### src/rtl/semiauto_turn_executor.sv
// Registered execution stage for the semi-auto driving mode: latches upstream next-state/motion,
// times turns (doubled for U-turns) and drives the direction lights from the registered motion.
module semiauto_turn_executor #(
    parameter int unsigned TICK_DIV   = 2_000_000,
    parameter int unsigned TURN_TICKS = 200
) (
    input  logic       sys_clk,
    input  logic       rst,
    input  logic       power,
    input  logic [1:0] global_state,
    input  logic [1:0] next_state,
    input  logic [3:0] next_moving_state,
    input  logic       back,
    output logic [1:0] state,
    output logic [3:0] moving_state,
    output logic       turn_done,
    output logic       move_forward_light,
    output logic       move_backward_light,
    output logic       turn_left_light,
    output logic       turn_right_light
);

    localparam int unsigned TickW = $clog2(TICK_DIV);

    localparam logic [TickW-1:0] TickLast = TickW'(TICK_DIV - 1);
    localparam logic [10:0]      LimNorm  = 11'(TURN_TICKS - 1);
    localparam logic [10:0]      LimUturn = 11'(2 * TURN_TICKS - 1);

    localparam logic [3:0] MvStop    = 4'b0000;
    localparam logic [3:0] MvForward = 4'b0001;
    localparam logic [3:0] MvLeft    = 4'b0100;
    localparam logic [3:0] MvRight   = 4'b1000;

    typedef enum logic [1:0] {
        StForward  = 2'b00,
        StWaiting  = 2'b01,
        StTurning  = 2'b10,
        StCooldown = 2'b11
    } st_e;

    st_e              state_q, state_d;
    logic [3:0]       moving_q, moving_d;
    logic [TickW-1:0] tick_q, tick_d;
    logic [10:0]      turn_q, turn_d;
    logic             around_q, around_d;
    logic             done_q, done_d;
    logic             fwd_q, fwd_d;
    logic             bwd_q, bwd_d;
    logic             left_q, left_d;
    logic             right_q, right_d;

    logic       active;
    logic       tick_wrap;
    logic       turn_last;
    logic [3:0] moving_clean;

    assign active    = power && (global_state == 2'b01 || global_state == 2'b10);
    assign tick_wrap = (tick_q == TickLast);
    assign turn_last = (turn_q == (around_q ? LimUturn : LimNorm));

    // Anything other than the four legal motion codes is treated as a stop request.
    always_comb begin
        moving_clean = MvStop;
        case (next_moving_state)
            MvForward, MvLeft, MvRight: moving_clean = next_moving_state;
            default:                    moving_clean = MvStop;
        endcase
    end

    // State register
    always_ff @(posedge sys_clk or posedge rst) begin
        if (rst) begin
            state_q  <= StWaiting;
            moving_q <= MvStop;
            tick_q   <= '0;
            turn_q   <= '0;
            around_q <= 1'b0;
            done_q   <= 1'b0;
            fwd_q    <= 1'b0;
            bwd_q    <= 1'b0;
            left_q   <= 1'b0;
            right_q  <= 1'b0;
        end else begin
            state_q  <= state_d;
            moving_q <= moving_d;
            tick_q   <= tick_d;
            turn_q   <= turn_d;
            around_q <= around_d;
            done_q   <= done_d;
            fwd_q    <= fwd_d;
            bwd_q    <= bwd_d;
            left_q   <= left_d;
            right_q  <= right_d;
        end
    end

    // Next-state logic
    always_comb begin
        state_d  = state_q;
        moving_d = moving_q;
        tick_d   = tick_q;
        turn_d   = turn_q;
        around_d = around_q;
        done_d   = 1'b0;

        if (!active) begin
            state_d  = StWaiting;
            moving_d = MvStop;
            tick_d   = '0;
            turn_d   = '0;
            around_d = 1'b0;
        end else if (state_q == StTurning) begin
            // Upstream holds s3 indefinitely; only the tick counters can end a turn.
            if (tick_wrap && turn_last) begin
                state_d  = StWaiting;
                moving_d = MvStop;
                tick_d   = '0;
                turn_d   = '0;
                around_d = 1'b0;
                done_d   = 1'b1;
            end else if (tick_wrap) begin
                tick_d = '0;
                turn_d = turn_q + 11'd1;
            end else begin
                tick_d = tick_q + TickW'(1);
            end
        end else begin
            state_d  = st_e'(next_state);
            moving_d = moving_clean;
            if (st_e'(next_state) == StTurning) begin
                tick_d   = '0;
                turn_d   = '0;
                around_d = back;
            end
        end

        // Lights follow the motion code being written, so they land on the same edge.
        fwd_d   = (moving_d == MvForward);
        left_d  = (moving_d == MvLeft);
        right_d = (moving_d == MvRight);
        bwd_d   = (moving_d == MvRight) && around_d;
    end

    // Output logic
    always_comb begin
        state               = state_q;
        moving_state        = moving_q;
        turn_done           = done_q;
        move_forward_light  = fwd_q;
        move_backward_light = bwd_q;
        turn_left_light     = left_q;
        turn_right_light    = right_q;
    end

endmodule

### config.mk
export PLATFORM = sky130hd
export DESIGN_NAME = semiauto_turn_executor
export DESIGN_NICKNAME = d
export VERILOG_FILES = /design/src/rtl/semiauto_turn_executor.sv
export SDC_FILE = /design/constraint.sdc
export NUM_CORES = 1
export LEC_CHECK = 0
export ABC_AREA = 1
export CAP_MARGIN = 5
export CORE_ASPECT_RATIO = 0.6
export CORE_MARGIN = 1
export CORE_UTILIZATION = 40
export DETAILED_ROUTE_END_ITERATION = 10
export GPL_ROUTABILITY_DRIVEN = 0
export PLACE_DENSITY_LB_ADDON = 0.15
export RECOVER_POWER = 100
export SYNTH_ARGS = -nofsm -noshare
export SYNTH_HDL_FRONTEND = slang
export SYNTH_SLANG_ARGS = --single-unit
export TNS_END_PERCENT = 10
### constraint.sdc
create_clock -name sys_clk -period 1.7 [get_ports sys_clk]
set_input_delay 0.17 -clock sys_clk [delete_from_list [all_inputs] [get_ports sys_clk]]
set_output_delay 0.17 -clock sys_clk [all_outputs]
set_load 0.005 [all_outputs]
==> results of run 1 <==
## worst paths after layout
check | endpoint | slack, ns
setup reg to reg | tick_q[17] | -0.02
hold / removal | state[1] | 0.47
hold reg to reg | moving_state[1] | 0.55
max in group asynchronous | tick_q[19] | 0.36
setup / recovery | tick_q[17] | -0.02
min in group asynchronous | turn_done | 0.68
## power breakdown
group | internal (mW) | leakage (nW) | switching, mW | total (mW)
Clock | 0.332 | 0.0455 | 0.351 | 0.683
Sequential | 1.05 | 0.610 | 0.00335 | 1.06
Combinational | 0.0719 | 0.839 | 0.106 | 0.177
Total | 1.46 | 1.49 | 0.460 | 1.92
## sequential cells by signal (all words and copies together), names as in the netlist
name	count
around_q	1
move_backward_light	1
move_forward_light	1
moving_state	4
state	2
tick_q	21
turn_done	1
turn_left_light	1
turn_q	11
turn_right_light	1
## per-stage QoR
step / power [mW] / util, % / setup TNS, ns / hold slack, ns
finish: 1.92 / 57.8 / -0.0331 / 0.467
global route: 2.01 / 57.8 / -1.84 / 0.471
CTS: 1.96 / 56.3 / -0.143 / 0.233
detailed placement: 1.25 / 53.1 / -1.86 / 0.532
global placement: 1.25 / 53.1 / -0.502 / 0.521
floorplan: 1.16 / - / 0 / 0.303
## repair_timing
action                                  CTS  global route
gates cloned                              0             0
hold buffers                              0             0
pin swaps                                 7            12
gates resized for setup                  13            28
endpoints found under the setup margin   16            29
setup buffers                             4             2
## worst register-to-register path, stage by stage (launching register included)
cell	delay [ns]
dfrtp_1	0.39
buf_4	0.13
buf_6	0.10
nand2_4	0.05
nor2_4	0.13
nand2_2	0.08
nor2_4	0.13
nand4_1	0.19
nor2_4	0.24
nand3_2	0.08
nand2_1	0.07
nor2_1	0.04
## logic make-up after synthesis
| logic type | after synthesis | synth area share, % |
|---|---|---|
| adders and majority gates | 2 | 0.998 |
| DFF | 44 | 44.0 |
| xor gates and xnor gates | 9 | 3.14 |
| buffers and inverters | 58 | 9.08 |
| and+or+nand+nor | 165 | 33.4 |
| AOI/OAI and AO/OA | 37 | 9.38 |
## cell usage in the layout (no fill, tap or decap), types with 5 or more instances in the layout
master / count
nor3_2: 6
a21oi_1: 10
o21ai_0: 12
buf_4: 38
nand2_1: 50
dfrtp_1: 43
clkdlybuf4s50_1: 11
xor2_1: 8
nor3_1: 14
nand3_1: 16
dlygate4sd3_1: 11
nand4_1: 6
nand2_2: 9
nor2_1: 31
inv_1: 47
clkbuf_8: 6
inv_2: 5
nor2_4: 11
nor2_2: 9
## area by class of cell
| cell class | instances | area (um^2) |
|---|---|---|
| tap | 80 | 100 |
| multi-input combinational | 213 | 1310 |
| inverter | 54 | 208 |
| clock buffer | 8 | 90.1 |
| fill | 511 | 2450 |
| timing repair buffer | 64 | 544 |
| sequential | 44 | 1100 |
## per-layer routing
| layer | vias up | share of wire, % |
|---|---|---|
| li1 | 1139 | - |
| met1 | 990 | 56 |
| met2 | 37 | 38 |
| met3 | 7 | 4.7 |
| met4 | 0 | 1.1 |
| met5 | - | 0 |
==> impl_results.md, run 1 <==
- PwrDens: between 500 and 600 nW/um^2
- Top cell family by delay on the critical path: simple AND/OR/NAND/NOR gates
- Drt via density: approximately 4.7
- Hpwl dp: about 4.5 mm
- Diode count: 0
- Post-synth top area cell: dfrtp_1
- CP cell instances: buf_4 -> buf_6 -> nand2_4 -> nor2_4 -> nand2_2 -> nor2_4 -> nand4_1 -> nor2_4 -> nand3_2 -> nand2_1 -> nor2_1
- Layout area overhead: 33.8%
- Yosys warns: 0
- Cells after Synth: 315
- Hold Startpoint: next_state[1]
- Final Hold Fails: 0
- I/O pin count: 23
- Maximum vdd drop: about 0.37 mV
- FFs w/ async S/R, synth: 100%
- Max-slew violation count: 0
- Number of synthesized flops with an enable pin: 0
- Largest cells by area after synthesis: dfrtp_1 43%, nand2_1 7.9%, inv_1 7.6%
- CTS buffer count: 5
- Mean Syn Cell Area: 7.96 um^2
- DRC: 0
- Top post-synthesis cells by count: 53 x nand2_1, 51 x inv_1, 43 x dfrtp_1, 37 x nor2_1, 18 x nand3_1
- CP max stage delay: roughly 0.39 ns
- WL/cell: about 13 um
- Total GRT Usage: between 20% and 30%
- Critical Path AT: ~1.9 ns
- Final WS setup: -0.0197 ns
- Leak pwr: approximately 1.5 nW
- Worst Skew: between 0.006 and 0.007 ns
- Share of cells above drive strength 1: 28.5%
- Crit Path Class: register to register
- Syn Std Cell Area: approximately 2500 um^2
- Crit Path Max Fanout: 5
- Tightest Hold Check Type: primary input to register
- Final setup vio count: 3
- Largest net degree at the start of global routing: between 40 and 50
- Final ANT Viol Nets: 0
- CP max stage cell: dfrtp_1
- Register area share after synthesis: around 44%
- Clk Latency, worst-skew pair: about 0.30 ns
- Via count: between 2k and 2.5k
- Max Cap Viol: 0
- Clock buffer depth: 2
- Final WL: between 6 and 7 mm
- Levels on crit path: 11
- Fin area: between 3000 and 4000 um^2
- Number of antenna violations at the first check in global routing: 0
- CTS tree: yes
- Cell variety after synth: 34
- Dpl ws: -0.152 ns
- I/O Buffers: 22
- Violated checks: negative setup slack
- Met1 usage: around a third
- Die H: roughly 63 um
- Die ar.: 6600 um^2
- Yosys top cell area share: a little over two fifths
- Synthesized Nets: between 300 and 400
- Status: finished, violations left
- CP endpoint kind: register
- Worst-margin pin slew: between 1 and 1.5 ns
- RSZ-0062 raised after global routing: yes
- Rel. slew slack: 26.4%
- Max Fclk: around 580 MHz
- CP Launch Type: register
- Final period util: 101%
- Core Rows: 21
- Clock-pin transition on the worst setup and hold timing paths: 0.08 ns
- Met3 usage: roughly 4.3%
- Drt first pass iters: 4
- Hold path depth: 3
- Cell Count Post-Placement: between 400 and 500
- Setup crit start: tick_q[0]
- Worst Path Buf+Inv: 2
- Min Tclk post-route: ~1.7 ns
- First-pass GRT wire length: 10.3 mm
- Final cell count without fillers: 463
- #FFs+latches synth: 44
- Initial DRC Count: approximately 150
- CORE AREA: 5810 um^2
- Vias in the first global route: about 2.1k
- Gr busiest metal: met1
- Most frequent cell after synthesis: nand2_1
- Starting Density: between 40% and 50%
- Gr ovfl total: 0
- Die X: 104 um
- Final nets: between 300 and 400
- Grt met2 use: 26.7%
- Ys flop type: dfrtp_1
- Clock root cell: clkbuf_8
- Reg2reg path depth: 11
- H-tree depth: 2
- Placed inst area: just over 3000 um^2
- Reg2reg start: tick_q[0]
- CP Data Required Time: ~1.9 ns
- Most used cell, CP: nor2_4
- Clock sink count: between 40 and 50
Power figures use the tool's default switching activity.
==> run 2, diff against run 1 <==
--- a/config.mk
+++ b/config.mk
@@ -11,7 +11,9 @@
 export CORE_MARGIN = 1
 export CORE_UTILIZATION = 40
 export DETAILED_ROUTE_END_ITERATION = 10
+export DONT_BUFFER_PORTS = 1
 export GPL_ROUTABILITY_DRIVEN = 0
+export MAX_ROUTING_LAYER = met4
 export PLACE_DENSITY_LB_ADDON = 0.15
 export RECOVER_POWER = 100
 export SYNTH_ARGS = -nofsm -noshare
==> run 2 against run 1 <==
The flow still finishes with violations (negative setup slack). Critical endpoint is now around_q. Sequential cell count did not move. Via count fell by 2.5%. Utilization fell by 6.1 points. Count of clock-buffer cells in the layout fell by 2. First-iteration DRC count rose by 41%. Fmax rose by 0.72%. Total power rose by 4.8%. Critical path type unchanged. Clock skew fell by 0.0014 ns. Clock power rose by 18%. Critical path depth fell by 1. Cell area fell by 10%. Die area did not move.
==> impl_results.md, run 2 (synthesis gave the netlist of run 1 again) <==
- Final ANT Viol Nets: 0
- Violated checks: negative setup slack
- Hpwl dp: around 4.6 mm
- Clock root cell: clkbuf_8
- Max-slew violation count: 0
- Max Fclk: 586 MHz
- Rel. slew slack: approximately 45%
- Largest net degree at the start of global routing: 22
- Hold Startpoint: next_state[0]
- Worst Skew: between 0.005 and 0.006 ns
- Min Tclk post-route: 1.71 ns
- Core Rows: 21
- Worst-margin pin slew: approximately 0.83 ns
- Hold_ws: ~0.041 ns
- Critical Path AT: between 1.5 and 2 ns
- Commonest cells after routing, fill and taps aside: 51 x nand2_1, 49 x inv_1, 43 x dfrtp_1
- Diode count: 0
- CTS tree: yes
- I/O Buffers: 0
- First-pass GRT wire length: 9.74 mm
- Max FFs per register: 21
- Vias in the first global route: 1910
- Largest register by flop count: tick_q
- Clock buffer depth: 2
- Flop2flop setup slack: -0.007 ns
- Number of antenna violations at the first check in global routing: 0
- Initial DRC Count: 209
- Clock-pin transition on the worst setup and hold timing paths: about 0.08 ns
- Clock sink count: 44
- Hold path depth: 2
- CP Data Required Time: 1.89 ns
- Gr ovfl total: 0
- Tightest Hold Check Type: primary input to register
- Drt first pass iters: 5
- I/O pin count: 23
- Reg2reg start: tick_q[1]
- CTS buffer count: 5
- Final nets: 357
- Final WL: between 5 and 6 mm
- RSZ-0062 raised after global routing: yes
- Layout area overhead: 19.8%
- Final WS setup: -0.00734 ns
- Die H: ~63 um
- Endpoint of the worst hold path: state[0]
- Worst reg2reg endpoint: around_q
- Crit Path Class: register to register
- Clk Latency, worst-skew pair: about 0.30 ns
- Commonest non-fill, non-tap cell in the layout: nand2_1
- Dpl ws: -0.0665 ns
- # fillers: approximately 550
- DRC: 0
- CP Launch Type: register
- PwrDens: 669 nW/um^2
- Final Hold Fails: 0
- Die X: 104 um
- H-tree depth: 2
- Maximum vdd drop: 0.304 mV
- Die ar.: about 6600 um^2
- Power, Total: around 2 mW
- Starting Density: about 43%
- Status: finished, violations left
- Share of cells above drive strength 1: a little over a quarter
- CP endpoint kind: register
- Drt via density: approximately 5.0
- Reg2reg path depth: 10
- Total GRT Usage: between 15 and 20%
- Max Cap Viol: 0
- Crit Path Max Fanout: 6
- WL/cell: 14.1 um
- Final setup vio count: 2
- CORE AREA: between 5000 and 6000 um^2
- Final period util: 100%
- Leak pwr: between 1 and 1.5 nW
- Via count: around 2.1k
## run 2: where the power goes
group / switching (mW) / internal [mW]
clock: 0.366 / 0.437
sequential: 0.00482 / 1.05
combinational: 0.101 / 0.0480
total: 0.471 / 1.54
## run 2: worst max-delay path by stage
stage / startpoint / endpoint / depth (start not counted)
floorplan: turn_q[0] / move_backward_light / 10
global placement: tick_q[1] / tick_q[20] / 8
detailed placement: tick_q[1] / tick_q[20] / 8
CTS: tick_q[1] / tick_q[20] / 8
global route: turn_q[0] / turn_q[1] / 10
finish: tick_q[1] / around_q / 10
## run 2: critical path: stages, from the launching register on
cell and delay, ns:
dfrtp_1 0.36, ha_2 0.21, nand3_4 0.11, nor2_4 0.12, nand2_2 0.07, nor2_4 0.14, nand3_4 0.13, nand2_4 0.16
nand2_4 0.09, a21oi_4 0.15, inv_1 0.06
## run 2: per-layer routing
metal | up-vias | track usage, % | wire length, um
li1 | 1059 | - | -
met1 | 987 | 32.2 | 3420
met2 | 67 | 23.8 | 2120
met3 | 6 | 4.35 | 409
met4 | 0 | 4.82 | 50
met5 | - | - | 0
## run 2: cell type report
class,instances,area [um^2],share of cell area (%)
Inverter,54,210,7.00
Clock buffer,6,72.6,2.42
Sequential cell,44,1100,36.7
Timing Repair Buffer,25,185,6.16
Multi-Input combinational cell,213,1300,43.2
Tap cell,80,100,3.33
Clock inverter,2,35.0,1.17
## run 2: what timing repair did
action / in CTS / in global routing
resized for setup: 3 / 30
setup buffers: 0 / 2
endpoints found under the setup margin: 17 / 29
hold buffers: 1 / 0
pin swaps: 1 / 2
endpoints found under the hold margin: 19 / 0
## run 2: metrics by stage
stage	area, um^2	TNS, ns	util (%)	std cells
final	3000	-0.00955	51.7	424
after global routing	3000	-1.13	51.7	424
after CTS	2880	-0.198	49.5	422
after detailed placement	2750	-0.430	47.3	413
after global placement	2750	-0.201	47.3	413
after floorplan	2510	0	-	315
